**src/rtl/decode_stage.sv**
```systemverilog
// -----------------------------------------------------------------------------
// decode_stage
//
// Registered, handshaked instruction decode stage. It takes instruction words
// from fetch over valid/ready and decodes them into register indices, a
// sign-extended immediate, a one-hot instruction class and an illegal flag.
// The decoded payload sits in an output register (OR) backed by a one-entry
// skid register (SR). With the skid entry enabled, in_ready comes straight
// from a flop, so there is no combinational path from out_ready to in_ready.
// A flush discards everything held plus any instruction accepted in the same
// cycle.
//
// Parameters
//   INSTR_SIZE : instruction word width
//   PC_SIZE    : program-counter width carried with each instruction
//   SKID_EN    : 1 = registered in_ready with skid entry,
//                0 = pass-through ready, no skid storage
//
// Ports
//   clk, rst               : clock, asynchronous active-high reset
//   flush                  : drop all held and incoming instructions
//   in_valid/in_ready      : fetch-side handshake
//   in_instr, in_pc        : instruction word and its PC
//   out_valid/out_ready    : issue-side handshake
//   out_pc                 : PC of the decoded instruction
//   out_rs1/out_rs2/out_rd : instr[19:15], instr[24:20], instr[11:7]
//   out_imm                : sign-extended immediate selected by format
//   out_class              : one-hot {JUMP,MUL,LOAD,STORE,BRANCH,ALU_IMM,ALU}
//   out_funct3/out_funct7  : instr[14:12], instr[31:25]
//   out_rd_we              : instruction writes a non-zero rd
//   out_illegal            : opcode not recognised (out_class = 0)
// -----------------------------------------------------------------------------

`ifndef WORD_SIZE
`define WORD_SIZE 32
`endif
`ifndef ARCH_REG_INDEX_SIZE
`define ARCH_REG_INDEX_SIZE 5
`endif
`ifndef OPCODE_ALU
`define OPCODE_ALU     7'b0110011
`endif
`ifndef OPCODE_ALU_IMM
`define OPCODE_ALU_IMM 7'b0010011
`endif
`ifndef OPCODE_BRANCH
`define OPCODE_BRANCH  7'b1100011
`endif
`ifndef OPCODE_STORE
`define OPCODE_STORE   7'b0100011
`endif
`ifndef OPCODE_LOAD
`define OPCODE_LOAD    7'b0000011
`endif
`ifndef OPCODE_MUL
`define OPCODE_MUL     7'b0001011
`endif
`ifndef OPCODE_JUMP
`define OPCODE_JUMP    7'b1101111
`endif

module decode_stage #(
  parameter int INSTR_SIZE = `WORD_SIZE,
  parameter int PC_SIZE    = `WORD_SIZE,
  parameter bit SKID_EN    = 1'b1
) (
  input  logic                            clk,
  input  logic                            rst,
  input  logic                            flush,
  input  logic                            in_valid,
  output logic                            in_ready,
  input  logic [INSTR_SIZE-1:0]           in_instr,
  input  logic [PC_SIZE-1:0]              in_pc,
  output logic                            out_valid,
  input  logic                            out_ready,
  output logic [PC_SIZE-1:0]              out_pc,
  output logic [`ARCH_REG_INDEX_SIZE-1:0] out_rs1,
  output logic [`ARCH_REG_INDEX_SIZE-1:0] out_rs2,
  output logic [`ARCH_REG_INDEX_SIZE-1:0] out_rd,
  output logic [`WORD_SIZE-1:0]           out_imm,
  output logic [6:0]                      out_class,
  output logic [2:0]                      out_funct3,
  output logic [6:0]                      out_funct7,
  output logic                            out_rd_we,
  output logic                            out_illegal
);

  localparam logic [6:0] CLS_ALU     = 7'b0000001;
  localparam logic [6:0] CLS_ALU_IMM = 7'b0000010;
  localparam logic [6:0] CLS_BRANCH  = 7'b0000100;
  localparam logic [6:0] CLS_STORE   = 7'b0001000;
  localparam logic [6:0] CLS_LOAD    = 7'b0010000;
  localparam logic [6:0] CLS_MUL     = 7'b0100000;
  localparam logic [6:0] CLS_JUMP    = 7'b1000000;
  // Classes that write a destination register.
  localparam logic [6:0] RD_WE_MASK  = CLS_ALU | CLS_ALU_IMM | CLS_LOAD | CLS_MUL | CLS_JUMP;

  typedef struct packed {
    logic [PC_SIZE-1:0]              pc;
    logic [`ARCH_REG_INDEX_SIZE-1:0] rs1;
    logic [`ARCH_REG_INDEX_SIZE-1:0] rs2;
    logic [`ARCH_REG_INDEX_SIZE-1:0] rd;
    logic [`WORD_SIZE-1:0]           imm;
    logic [6:0]                      cls;
    logic [2:0]                      funct3;
    logic [6:0]                      funct7;
    logic                            rd_we;
    logic                            illegal;
  } payload_t;

  function automatic payload_t decode(input logic [INSTR_SIZE-1:0] instr,
                                      input logic [PC_SIZE-1:0]    pc);
    payload_t p;
    p        = '0;
    p.pc     = pc;
    p.rs1    = instr[19:15];
    p.rs2    = instr[24:20];
    p.rd     = instr[11:7];
    p.funct3 = instr[14:12];
    p.funct7 = instr[31:25];
    case (instr[6:0])
      `OPCODE_ALU:     p.cls = CLS_ALU;
      `OPCODE_MUL:     p.cls = CLS_MUL;
      `OPCODE_ALU_IMM: begin
        p.cls = CLS_ALU_IMM;
        p.imm = {{20{instr[31]}}, instr[31:20]};
      end
      `OPCODE_LOAD: begin
        p.cls = CLS_LOAD;
        p.imm = {{20{instr[31]}}, instr[31:20]};
      end
      `OPCODE_STORE: begin
        p.cls = CLS_STORE;
        p.imm = {{20{instr[31]}}, instr[31:25], instr[11:7]};
      end
      `OPCODE_BRANCH: begin
        p.cls = CLS_BRANCH;
        p.imm = {{19{instr[31]}}, instr[31], instr[7], instr[30:25], instr[11:8], 1'b0};
      end
      `OPCODE_JUMP: begin
        p.cls = CLS_JUMP;
        p.imm = {{11{instr[31]}}, instr[31], instr[19:12], instr[20], instr[30:21], 1'b0};
      end
      default: p.illegal = 1'b1;
    endcase
    p.rd_we = (|(p.cls & RD_WE_MASK)) && (p.rd != '0);
    return p;
  endfunction

  payload_t or_q, or_d, sr_q, sr_d, dec;
  logic     or_valid_q, or_valid_d;
  logic     sr_valid_q, sr_valid_d;
  logic     in_ready_q, in_ready_d;
  logic     accept, consume;

  assign dec     = decode(in_instr, in_pc);
  assign accept  = in_valid && in_ready;
  assign consume = or_valid_q && out_ready;

  // NOTE: every signal driven here gets a default first, so no path through
  // the branches leaves it unassigned and no latch is inferred.
  always_comb begin
    or_d       = or_q;
    sr_d       = sr_q;
    or_valid_d = or_valid_q;
    sr_valid_d = sr_valid_q;
    if (flush) begin
      // Flush beats accept and consume: both entries empty, input dropped.
      or_valid_d = 1'b0;
      sr_valid_d = 1'b0;
    end else if (!or_valid_q || consume) begin
      // OR is free this cycle; the oldest instruction moves in first.
      if (sr_valid_q) begin
        or_d       = sr_q;
        or_valid_d = 1'b1;
        sr_valid_d = 1'b0;
      end else if (accept) begin
        or_d       = dec;
        or_valid_d = 1'b1;
      end else begin
        or_valid_d = 1'b0;
      end
    end else if (accept && SKID_EN) begin
      // OR is stalled: park the newcomer in the skid entry.
      sr_d       = dec;
      sr_valid_d = 1'b1;
    end
    in_ready_d = !sr_valid_d;
  end

  // NOTE: the payload registers are reset too, because the payload outputs
  // must read zero out of reset rather than whatever the flops power up with.
  always_ff @(posedge clk or posedge rst) begin
    if (rst) begin
      or_q       <= '0;
      sr_q       <= '0;
      or_valid_q <= 1'b0;
      sr_valid_q <= 1'b0;
      in_ready_q <= 1'b1;
    end else begin
      // NOTE: non-blocking assignments so every flop samples pre-edge values.
      or_q       <= or_d;
      sr_q       <= sr_d;
      or_valid_q <= or_valid_d;
      sr_valid_q <= sr_valid_d;
      in_ready_q <= in_ready_d;
    end
  end

  assign in_ready    = SKID_EN ? in_ready_q : (!or_valid_q || out_ready);
  assign out_valid   = or_valid_q;
  assign out_pc      = or_q.pc;
  assign out_rs1     = or_q.rs1;
  assign out_rs2     = or_q.rs2;
  assign out_rd      = or_q.rd;
  assign out_imm     = or_q.imm;
  assign out_class   = or_q.cls;
  assign out_funct3  = or_q.funct3;
  assign out_funct7  = or_q.funct7;
  assign out_rd_we   = or_q.rd_we;
  assign out_illegal = or_q.illegal;

endmodule

```
**config.mk**
```make
export PLATFORM = sky130hd
export DESIGN_NAME = decode_stage
export DESIGN_NICKNAME = d
export VERILOG_FILES = /design/src/rtl/decode_stage.sv
export SDC_FILE = /design/constraint.sdc
export NUM_CORES = 1
export LEC_CHECK = 0
export BUFFER_PORTS_ARGS = -buffer_cell sky130_fd_sc_hd__buf_2
export CAP_MARGIN = 25
export CORE_ASPECT_RATIO = 1.5
export CORE_MARGIN = 2
export CORE_UTILIZATION = 30
export DETAILED_ROUTE_END_ITERATION = 8
export SLEW_MARGIN = 5
export SYNTH_ARGS = -nofsm -noshare
export SYNTH_HDL_FRONTEND = slang
export SYNTH_SLANG_ARGS = --single-unit
```
**constraint.sdc**
```tcl
create_clock -name clk -period 6.3 [get_ports clk]
set_input_delay 0.945 -clock clk [delete_from_list [all_inputs] [get_ports clk]]
set_output_delay 0.945 -clock clk [all_outputs]
set_load 0.05 [all_outputs]
```
==> results of run 1 <==
## area by class of cell
| type | instances | share of cell area |
|---|---|---|
| Sequential cell | 177 | 0.472 |
| Tap cell | 333 | 0.0444 |
| Inverter | 13 | 0.00573 |
| Clock inverter | 12 | 0.0168 |
| Timing Repair Buffer | 175 | 0.0951 |
| Clock buffer | 20 | 0.0486 |
| Multi-Input combinational cell | 539 | 0.317 |
## cells in the mapped netlist (3+ instances only)
cell,instances,area share
clkbuf_1,19,0.0092
inv_1,13,0.0063
nor2_1,3,0.0014
dfrtp_1,176,0.57
mux2i_1,51,0.066
nand3_1,18,0.012
nand2_1,267,0.13
nor3_1,3,0.0019
buf_2,30,0.019
a22o_1,8,0.0090
nor2b_1,9,0.0072
o21ai_0,81,0.052
o211ai_1,8,0.0077
a221oi_1,8,0.0090
o41ai_2,4,0.0084
a22oi_1,12,0.012
nor4_1,4,0.0032
buf_4,13,0.013
a21o_1,10,0.0097
nand2b_1,4,0.0032
a21oi_1,23,0.015
## metal layers
layer | vias up | part of all wire
met3 | 27 | 0.038
met2 | 134 | 0.51
met4 | 2 | 0.030
met5 | - | 0.00055
li1 | 2930 | -
met1 | 2887 | 0.42
## sequential cells by signal, indices dropped and copies added, names as in the netlist, 3 cells and up
signal and count:
out_funct3 3, out_rs1 5, out_rs2 5, out_rd 5
out_funct7 7, out_class 7, out_pc 32, out_imm 21
sr_q 87
## power breakdown
group          total [mW]  switching [mW]  internal (mW)
Sequential           1.40          0.0904           1.31
Combinational       0.641           0.481          0.160
Clock                1.12           0.469          0.648
## final timing paths
| check | to | slack (ns) | cells past startpoint |
|---|---|---|---|
| max | sr_q[36] | 3.73 | 6 |
| min | out_imm[14] | 0.47 | 1 |
| max reg2reg | out_imm[18] | 3.84 | 5 |
| min reg2reg | out_imm[14] | 0.47 | 1 |
| max in group asynchronous | sr_valid_q | 4.46 | 3 |
| min in group asynchronous | out_pc[2] | 0.66 | 2 |
## kinds of logic after synthesis
group                  count (synthesis)
flip-flops                           177
AO/OA/AOI/OAI                        167
AND/OR/NAND/NOR                      320
buffers and inverters                 78
multiplexers                          52
## cell usage in the layout (no fill, tap or decap), types with 2 or more instances in the layout
cell type   count
mux2i_1        51
inv_1          12
clkinv_2        2
nor2b_1         9
buf_2         168
nor2_1          3
dfrtp_1       175
o41ai_2         4
nor3_1          2
nand3_1        17
nand3b_1        2
nor3_2          2
buf_4           7
clkbuf_16      17
clkinv_4        3
nor4_1          4
clkinvlp_4      3
a22oi_1        12
a31oi_2         2
nand2_1       267
o21ai_0        81
o211ai_1        8
bufinv_16       3
a21o_1         10
inv_6           2
a221oi_1        8
nand2b_1        4
a21oi_1        23
a22o_1          8
clkbuf_8        2
o21a_1          2
a2111oi_0       2
## critical path, delay by kind of cell
family | cells | cell delay [ns]
AOI/OAI and AO/OA | 2 | 0.53
buffers and inverters | 2 | 0.47
and+or+nand+nor | 2 | 0.86
==> results by group, run 1 <==
Clock tree
  – CTS tree: done
  – H-tree Lvls: 4
  – Latest clock arrival within the worst-skew pair: 0.43 ns
  – CTS Root Buffer Type: clkbuf_16
  – CTS clk-pin slew, worst paths: approximately 0.070 ns
  – Cts repair resizes: 0
  – Deepest clock path buffer count: 2
  – CTS Buf Count: 17
  – Hold_buf cts: 0
  – CTS sink cnt: roughly 180
  – Setup Buffers After CTS: 0

Run status
  – Outcome: complete, no violations

Setup path
  – Worst EP arrival: roughly 2.9 ns
  – CP peak stage delay: approximately 0.7 ns
  – CP Launch Point: out_ready
  – R2R Path Start: sr_valid_q
  – CP max-delay cell: or3_4
  – Crit-path cells: buf_2 -> nand2b_4 -> or3_4 -> buf_4 -> a31oi_2 -> a22oi_1
  – CP required: 6.58 ns
  – Critical path launch point type: input pin
  – Kind of end point of the critical path: register
  – Critical path peak fanout: 76
  – Critical path class: input pin to register

STA
  – Max_slew headroom: 0.316
  – Final setup fails: 0
  – Fin crit share: 0.408
  – Final worst slack: 3.73 ns
  – Final hold violations: 0
  – Final Critical Period: about 2.6 ns
  – FMAX: 0.389 GHz
  – WHS: 0.472 ns
  – Setup TNS: 0 ns
  – RSZ-0062 raised after global routing: no
  – Clk_skew: ~0.0098 ns
  – Slew Viols, Final: 0
  – Tightest Pin Transition: 1.03 ns

Place
  – Final GP Congestion: 0.768
  – PortBufs: 168
  – DP Wirelength: about 14000 um
  – Pre-CTS setup slack: around 3.3 ns
  – Placed inst area: 0.00878 mm2
  – Placed insts: 1237

Cells and area
  – Synth-to-Final Area Change: 20.8%
  – Final Util: 0.366
  – Layout cells sized above 1: 0.240
  – Finished layout cell area: 0.00939 mm2
  – Fill cells: 2632
  – Non-filler cells, final: around 1300
  – Reg area: around 0.0044 mm2
  – Multi-input gate area: 0.00298 mm2
  – # nets final: 992
  – # diodes: 0

Global route
  – Largest net degree at the start of global routing: 91
  – M3 GR Usage: 0.0272
  – Initial antenna violation count: 1
  – Global-route wire length before repair: 31800 um
  – Global route overflow: 0
  – Total Routing Usage GR: 0.151
  – Most used routing layer: met2
  – Grt met2 use: 0.256
  – Vias in the first global route: about 5700
  – GR met1 Demand/Resource: 0.187

Logic synthesis
  – Netlist cell types: 45
  – Yosys reg bits: about 180
  – Syn. warnings: 0
  – Predominant post-synthesis flop cell: dfrtp_1
  – Post-Synth Adder-Cell Area: 0
  – Avg Cell Area, Syn: roughly 9.8 um2
  – Synthesized Nets: 863
  – EDFF count, synth: 0
  – Post-synthesis xor/xnor area fraction: 0
  – Simple-Gate Fraction of Synth Area: 0.172
  – Synth Instances: 794
  – Cell Area, Synth: 0.00777 mm2
  – FFs w/ async S/R, synth: 1.00
  – Largest family of logic cells by synthesized area: simple AND/OR/NAND/NOR gates
  – Post-synthesis sequential area ratio: 0.570
  – Post-synthesis compound-gate area fraction: 0.142
  – Multiplexer area fraction after synthesis: 0.0671

Power and ir drop
  – Tot Pwr: ~3.2 mW
  – Worst IR drop on VDD: about 190 uV
  – Pwr Density: 336 mW/mm2
  – Leak pwr: 4.64 nW

Floorplanning
  – Initial Util: 0.303
  – Die Area: 0.0272 mm2
  – FP Rows: slightly above 70
  – Die Y: ~200 um
  – Die width: 135 um
  – I/O pin cnt: between 150 and 200
  – CORE AREA: ~0.026 mm2

Routing
  – WL per Instance: 15.9 um
  – Vias per cell: about 4.7
  – Post-route ant nets: 0
  – Via count: 5980
  – Post-Route WL: around 20000 um
  – DRT iter0 DRCs: 405
  – DRC: 0
  – 1st-pass router iterations: 4

Job
  – Maxcap violations: 0

Hold path
  – Hold_sp: out_imm[14]
  – Hold Path Class: register to register
(Power assumes the default switching activity.)
==> inputs of run 2 (changes only) <==
==> constraint.sdc (replaced) <==
create_clock -name clk -period 2.4 [get_ports clk]
set_input_delay 0.36 -clock clk [delete_from_list [all_inputs] [get_ports clk]]
set_output_delay 0.36 -clock clk [all_outputs]
set_load 0.05 [all_outputs]
==> run 2 against run 1 <==
Effect of this change:
- the run now ends with hold timing left
- clock power rose to 2.5 times the previous value
- global-route usage rose by 0.18 points
- sequential power rose to 2.6 times the previous value
- critical endpoint is now sr_q[34]
- largest power group unchanged
- combinational power rose to 2.7 times the previous value
- via count rose by 0.62%
- core utilization rose by 0.58 points
- clock skew fell by 0.0033 ns
- cell area rose by 1.6%
==> results by group, run 2 (synthesized netlist as in run 1, its figures left out) <==
Global route
  – Largest net degree at the start of global routing: 59
  – Initial antenna violation count: 1
  – Global-route wire length before repair: 32300 um
  – Total Routing Usage GR: 0.153
  – Vias in the first global route: 6003
  – Global route overflow: 0

Clock tree
  – Hold_buf cts: 0
  – CTS tree: done
  – H-tree Lvls: 4
  – Deepest clock path buffer count: 2
  – CTS clk-pin slew, worst paths: 0.07 ns
  – CTS sink cnt: between 150 and 200
  – Setup Buffers After CTS: 0
  – Latest clock arrival within the worst-skew pair: roughly 0.43 ns
  – Cts repair resizes: 0
  – CTS Buf Count: 17
  – CTS Root Buffer Type: clkbuf_16

STA
  – Fin crit share: 0.778
  – Slew Viols, Final: 0
  – WHS: -0.00885 ns
  – Final worst slack: 0.532 ns
  – Tightest Pin Transition: 0.612 ns
  – RSZ-0062 raised after global routing: no
  – FMAX: about 0.54 GHz
  – Final setup fails: 0
  – Setup TNS: 0 ns
  – Final hold violations: 7
  – Final Critical Period: around 1.9 ns
  – Max_slew headroom: 0.591
  – Clk_skew: 0.00657 ns

Routing
  – DRT iter0 DRCs: 370
  – Vias per cell: 4.69
  – DRC: 0
  – 1st-pass router iterations: 4
  – Post-route ant nets: 0
  – WL per Instance: 15.8 um
  – Via count: between 6000 and 7000
  – Post-Route WL: 20300 um

Place
  – Placed insts: 1251
  – Placed inst area: 0.00894 mm2
  – Final GP Congestion: 0.802
  – PortBufs: 168
  – Pre-CTS setup slack: around 0.48 ns
  – DP Wirelength: 14300 um

Floorplanning
  – Initial Util: 0.303
  – Die width: about 140 um
  – Die Y: 201 um
  – CORE AREA: 0.0257 mm2
  – Die Area: 0.0272 mm2
  – FP Rows: slightly above 70
  – I/O pin cnt: roughly 170

Setup path
  – CP required: around 2.7 ns
  – R2R Path Start: in_ready
  – Worst Path Buf+Inv: 0
  – Critical path peak fanout: 28
  – Worst EP arrival: 2.16 ns
  – Critical path launch point type: register
  – Reg2Reg Setup Slack: 0.53 ns
  – CP peak stage delay: 0.56 ns
  – R2R Path End: sr_q[34]
  – Delay-heaviest family, CP: compound AO/OA/AOI/OAI gates
  – Critical path class: register to register
  – CP max-delay cell: dfstp_2
  – Crit-path cells: nand2_1 -> or3_4 -> a31oi_2 -> a22oi_1
  – Kind of end point of the critical path: register
  – Worst Reg-to-Reg Cells: 4

Cells and area
  – Synth-to-Final Area Change: 22.7%
  – Most common cell after layout, fill and taps aside: nand2_1
  – # diodes: 0
  – Most frequent cells in the layout: nand2_1 (267), dfrtp_1 (175), buf_2 (168)
  – Layout cells sized above 1: 0.249
  – # nets final: between 1000 and 1500
  – Fill cells: approximately 2600
  – Final Util: 0.372
  – Reg with most FFs: sr_q
  – Max reg flops: 87
  – Non-filler cells, final: 1283
  – Finished layout cell area: ~0.0095 mm2

Run status
  – Violated checks: hold timing
  – Outcome: complete, but fails checks

Power and ir drop
  – Pwr Density: 863 mW/mm2
  – Leak pwr: 4.73 nW
  – Tot Pwr: between 8 and 9 mW
  – Worst IR drop on VDD: 531 uV

Job
  – Maxcap violations: 0

Hold path
  – Hold Path Class: input pin to asynchronous set/reset pin
[run 2: area by class of cell]
| type | count | area, um2 | share of cell area |
|---|---|---|---|
| clock buffers | 22 | 464 | 0.0487 |
| well taps | 333 | 417 | 0.0437 |
| inverters | 13 | 52.6 | 0.00551 |
| repair buffers | 189 | 1060 | 0.111 |
| flip-flops and latches | 177 | 4430 | 0.465 |
| clock inverters | 10 | 134 | 0.0140 |
| multi-input cells | 539 | 2980 | 0.312 |
[run 2: worst max path at each step]
| stage | end | cells past startpoint | start |
|---|---|---|---|
| finish | sr_q[34] | 4 | in_ready |
| global route | out_imm[6] | 5 | in_ready |
| CTS | sr_q[34] | 4 | in_ready |
| detailed placement | sr_q[34] | 5 | out_ready |
| global placement | sr_q[34] | 5 | out_ready |
| floorplan | out_class[0] | 1 | rst |
[run 2: power breakdown]
group	internal (mW)	leakage, nW	switching (mW)	total, mW
sequential	3.44	2.27	0.232	3.67
clock	1.69	0.290	1.16	2.84
combinational	0.444	2.17	1.27	1.72
total	5.57	4.73	2.66	8.24
[run 2: metal layers]
metal  vias up  global-route usage  wire [um]
met5         -                   0         11
met2       152               0.261      10400
met4         2              0.0621        510
li1       2956                   -          -
met3        31              0.0310        876
met1      2876               0.187       8480
==> inputs of run 3 (changes only) <==
==> constraint.sdc (replaced) <==
create_clock -name clk -period 1.87 [get_ports clk]
set_input_delay 0.2805 -clock clk [delete_from_list [all_inputs] [get_ports clk]]
set_output_delay 0.2805 -clock clk [all_outputs]
set_load 0.05 [all_outputs]
==> run 3 against run 2 <==
Effect of this change:
- the flow now finishes without violations
- routed wire length is 1.4% higher
- non-clock buffer count is 2 higher
- first-iteration DRC count is 18% lower
- register-to-register slack worse by 0.34 ns
- cell area is 0.83% higher
- sequential power is 28% higher
- largest power group unchanged
==> results by group, run 3 (synthesized netlist as in run 1, its figures left out) <==
Routing
  – DRC: 0
  – Post-Route WL: approximately 21000 um
  – Via count: 5966
  – Vias per cell: 4.64
  – Post-route ant nets: 0
  – 1st-pass router iterations: 4
  – DRT iter0 DRCs: ~310
  – WL per Instance: approximately 16 um

Floorplanning
  – Die Y: 201 um
  – Die width: 135 um
  – Initial Util: 0.303
  – I/O pin cnt: 169
  – FP Rows: 72
  – Die Area: 0.0272 mm2
  – CORE AREA: 0.0257 mm2

Clock tree
  – Setup Buffers After CTS: 0
  – Deepest clock path buffer count: 2
  – Latest clock arrival within the worst-skew pair: between 0.4 and 0.5 ns
  – CTS tree: done
  – CTS sink cnt: about 180
  – CTS Root Buffer Type: clkbuf_16
  – CTS Buf Count: 17
  – H-tree Lvls: 4
  – CTS clk-pin slew, worst paths: 0.07 ns

Global route
  – Total Routing Usage GR: 0.158
  – Global-route wire length before repair: 33000 um
  – Largest net degree at the start of global routing: 63
  – Initial antenna violation count: 2
  – Vias in the first global route: around 5800
  – Global route overflow: 0

Setup path
  – Critical path class: register to register
  – Kind of end point of the critical path: register
  – CP required: 2.26 ns
  – Critical path launch point type: register
  – Worst EP arrival: roughly 2.1 ns
  – Critical path peak fanout: 40
  – Reg2Reg Setup Slack: 0.19 ns

STA
  – Final hold violations: 0
  – Max_slew headroom: 0.552
  – Final Critical Period: 1.68 ns
  – FMAX: 0.597 GHz
  – Clk_skew: about 0.007 ns
  – Final setup fails: 0
  – RSZ-0062 raised after global routing: no
  – Fin crit share: 0.896
  – Slew Viols, Final: 0
  – Tightest Pin Transition: 0.670 ns

Cells and area
  – Synth-to-Final Area Change: 23.8%
  – Multi-input gate area: ~0.0030 mm2
  – Max reg flops: 87
  – Reg area: 0.00443 mm2
  – Fill cells: roughly 2600
  – # nets final: between 1000 and 1500
  – Most frequent cells in the layout: nand2_1 (267), dfrtp_1 (175), buf_2 (168)
  – Most common cell after layout, fill and taps aside: nand2_1
  – Layout cells sized above 1: 0.253
  – Reg with most FFs: sr_q
  – Non-filler cells, final: 1286

Place
  – Final GP Congestion: 0.762
  – PortBufs: 168
  – DP Wirelength: 14200 um
  – Placed insts: 1252

Hold path
  – Hold Path Class: input pin to register

Power and ir drop
  – Tot Pwr: 10.7 mW
  – Pwr Density: 1110 mW/mm2
  – Worst IR drop on VDD: around 670 uV
  – Leak pwr: 4.75 nW

Job
  – Maxcap violations: 0

Run status
  – Outcome: complete, no violations
## run 3: cell count changes in the layout (fill, tap and decap cells not counted), moves of 2 or more
cell | before | now
buf_12 | 5 | 8
clkbuf_1 | 3 | 0
clkinv_2 | 4 | 1
clkinv_4 | 1 | 4
buf_4 | 16 | 14
clkinvlp_4 | 3 | 5
## run 3: critical path, cell delays in order, from the launching register on
cell and delay [ns]:
dfstp_2 0.55, nand2_1 0.08, or3_4 0.39, buf_12 0.21
a2111oi_4 0.27, a21o_1 0.11
## run 3: worst paths after layout
kind / endpoint / cells past startpoint / from
hold reg to reg: out_pc[31] / 2 / out_pc[31]
min in group asynchronous: sr_q[62] / 4 / rst
setup / recovery: sr_q[19] / 5 / in_ready
hold / removal: sr_q[76] / 3 / in_pc[10]
max in group asynchronous: sr_valid_q / 4 / rst
setup reg to reg: sr_q[19] / 5 / in_ready
## run 3: timing repair
| action | 4_1_cts | 5_1_grt |
|---|---|---|
| hold buffers | 1 | 0 |
| resized for setup | 0 | 0 |
| hold endpoints to repair | 20 | 0 |
## run 3: routing by layer
metal	GRT usage	routed length [um]	vias to the layer above	share of wire
li1	-	-	2973	-
met1	0.198	8700	2818	0.42
met2	0.262	10300	144	0.50
met3	0.0335	968	29	0.047
met4	0.0662	551	2	0.027
met5	0	13	-	0.00063
## run 3: layout make-up
class / count / share of cell area
Sequential cell: 177 / 0.461
Multi-Input combinational cell: 539 / 0.310
Timing Repair Buffer: 191 / 0.116
Clock buffer: 18 / 0.0457
Tap cell: 333 / 0.0433
Clock inverter: 14 / 0.0187
Inverter: 13 / 0.00546
Antenna cell: 1 / 0.000260
## run 3: per-stage QoR
stage / setup WS, ns / area, um2 / hold WS, ns / util / TNS [ns]
detailed placement: 0.0424 / 8990 / 0.462 / 0.350 / 0
global placement: 0.0917 / 8990 / 0.455 / 0.350 / 0
global route: 0.111 / 9620 / 0.0306 / 0.375 / 0
CTS: 0.179 / 9620 / 0.0138 / 0.375 / 0
finish: 0.194 / 9620 / 0.0353 / 0.375 / 0
floorplan: -0.676 / 7780 / 0.344 / - / -119.14
## run 3: power by group
group / total (mW) / internal (mW) / switching (mW) / leakage [nW]
clock network: 3.76 / 2.15 / 1.61 / 0.291
logic: 2.21 / 0.577 / 1.64 / 2.19
registers: 4.71 / 4.41 / 0.294 / 2.27
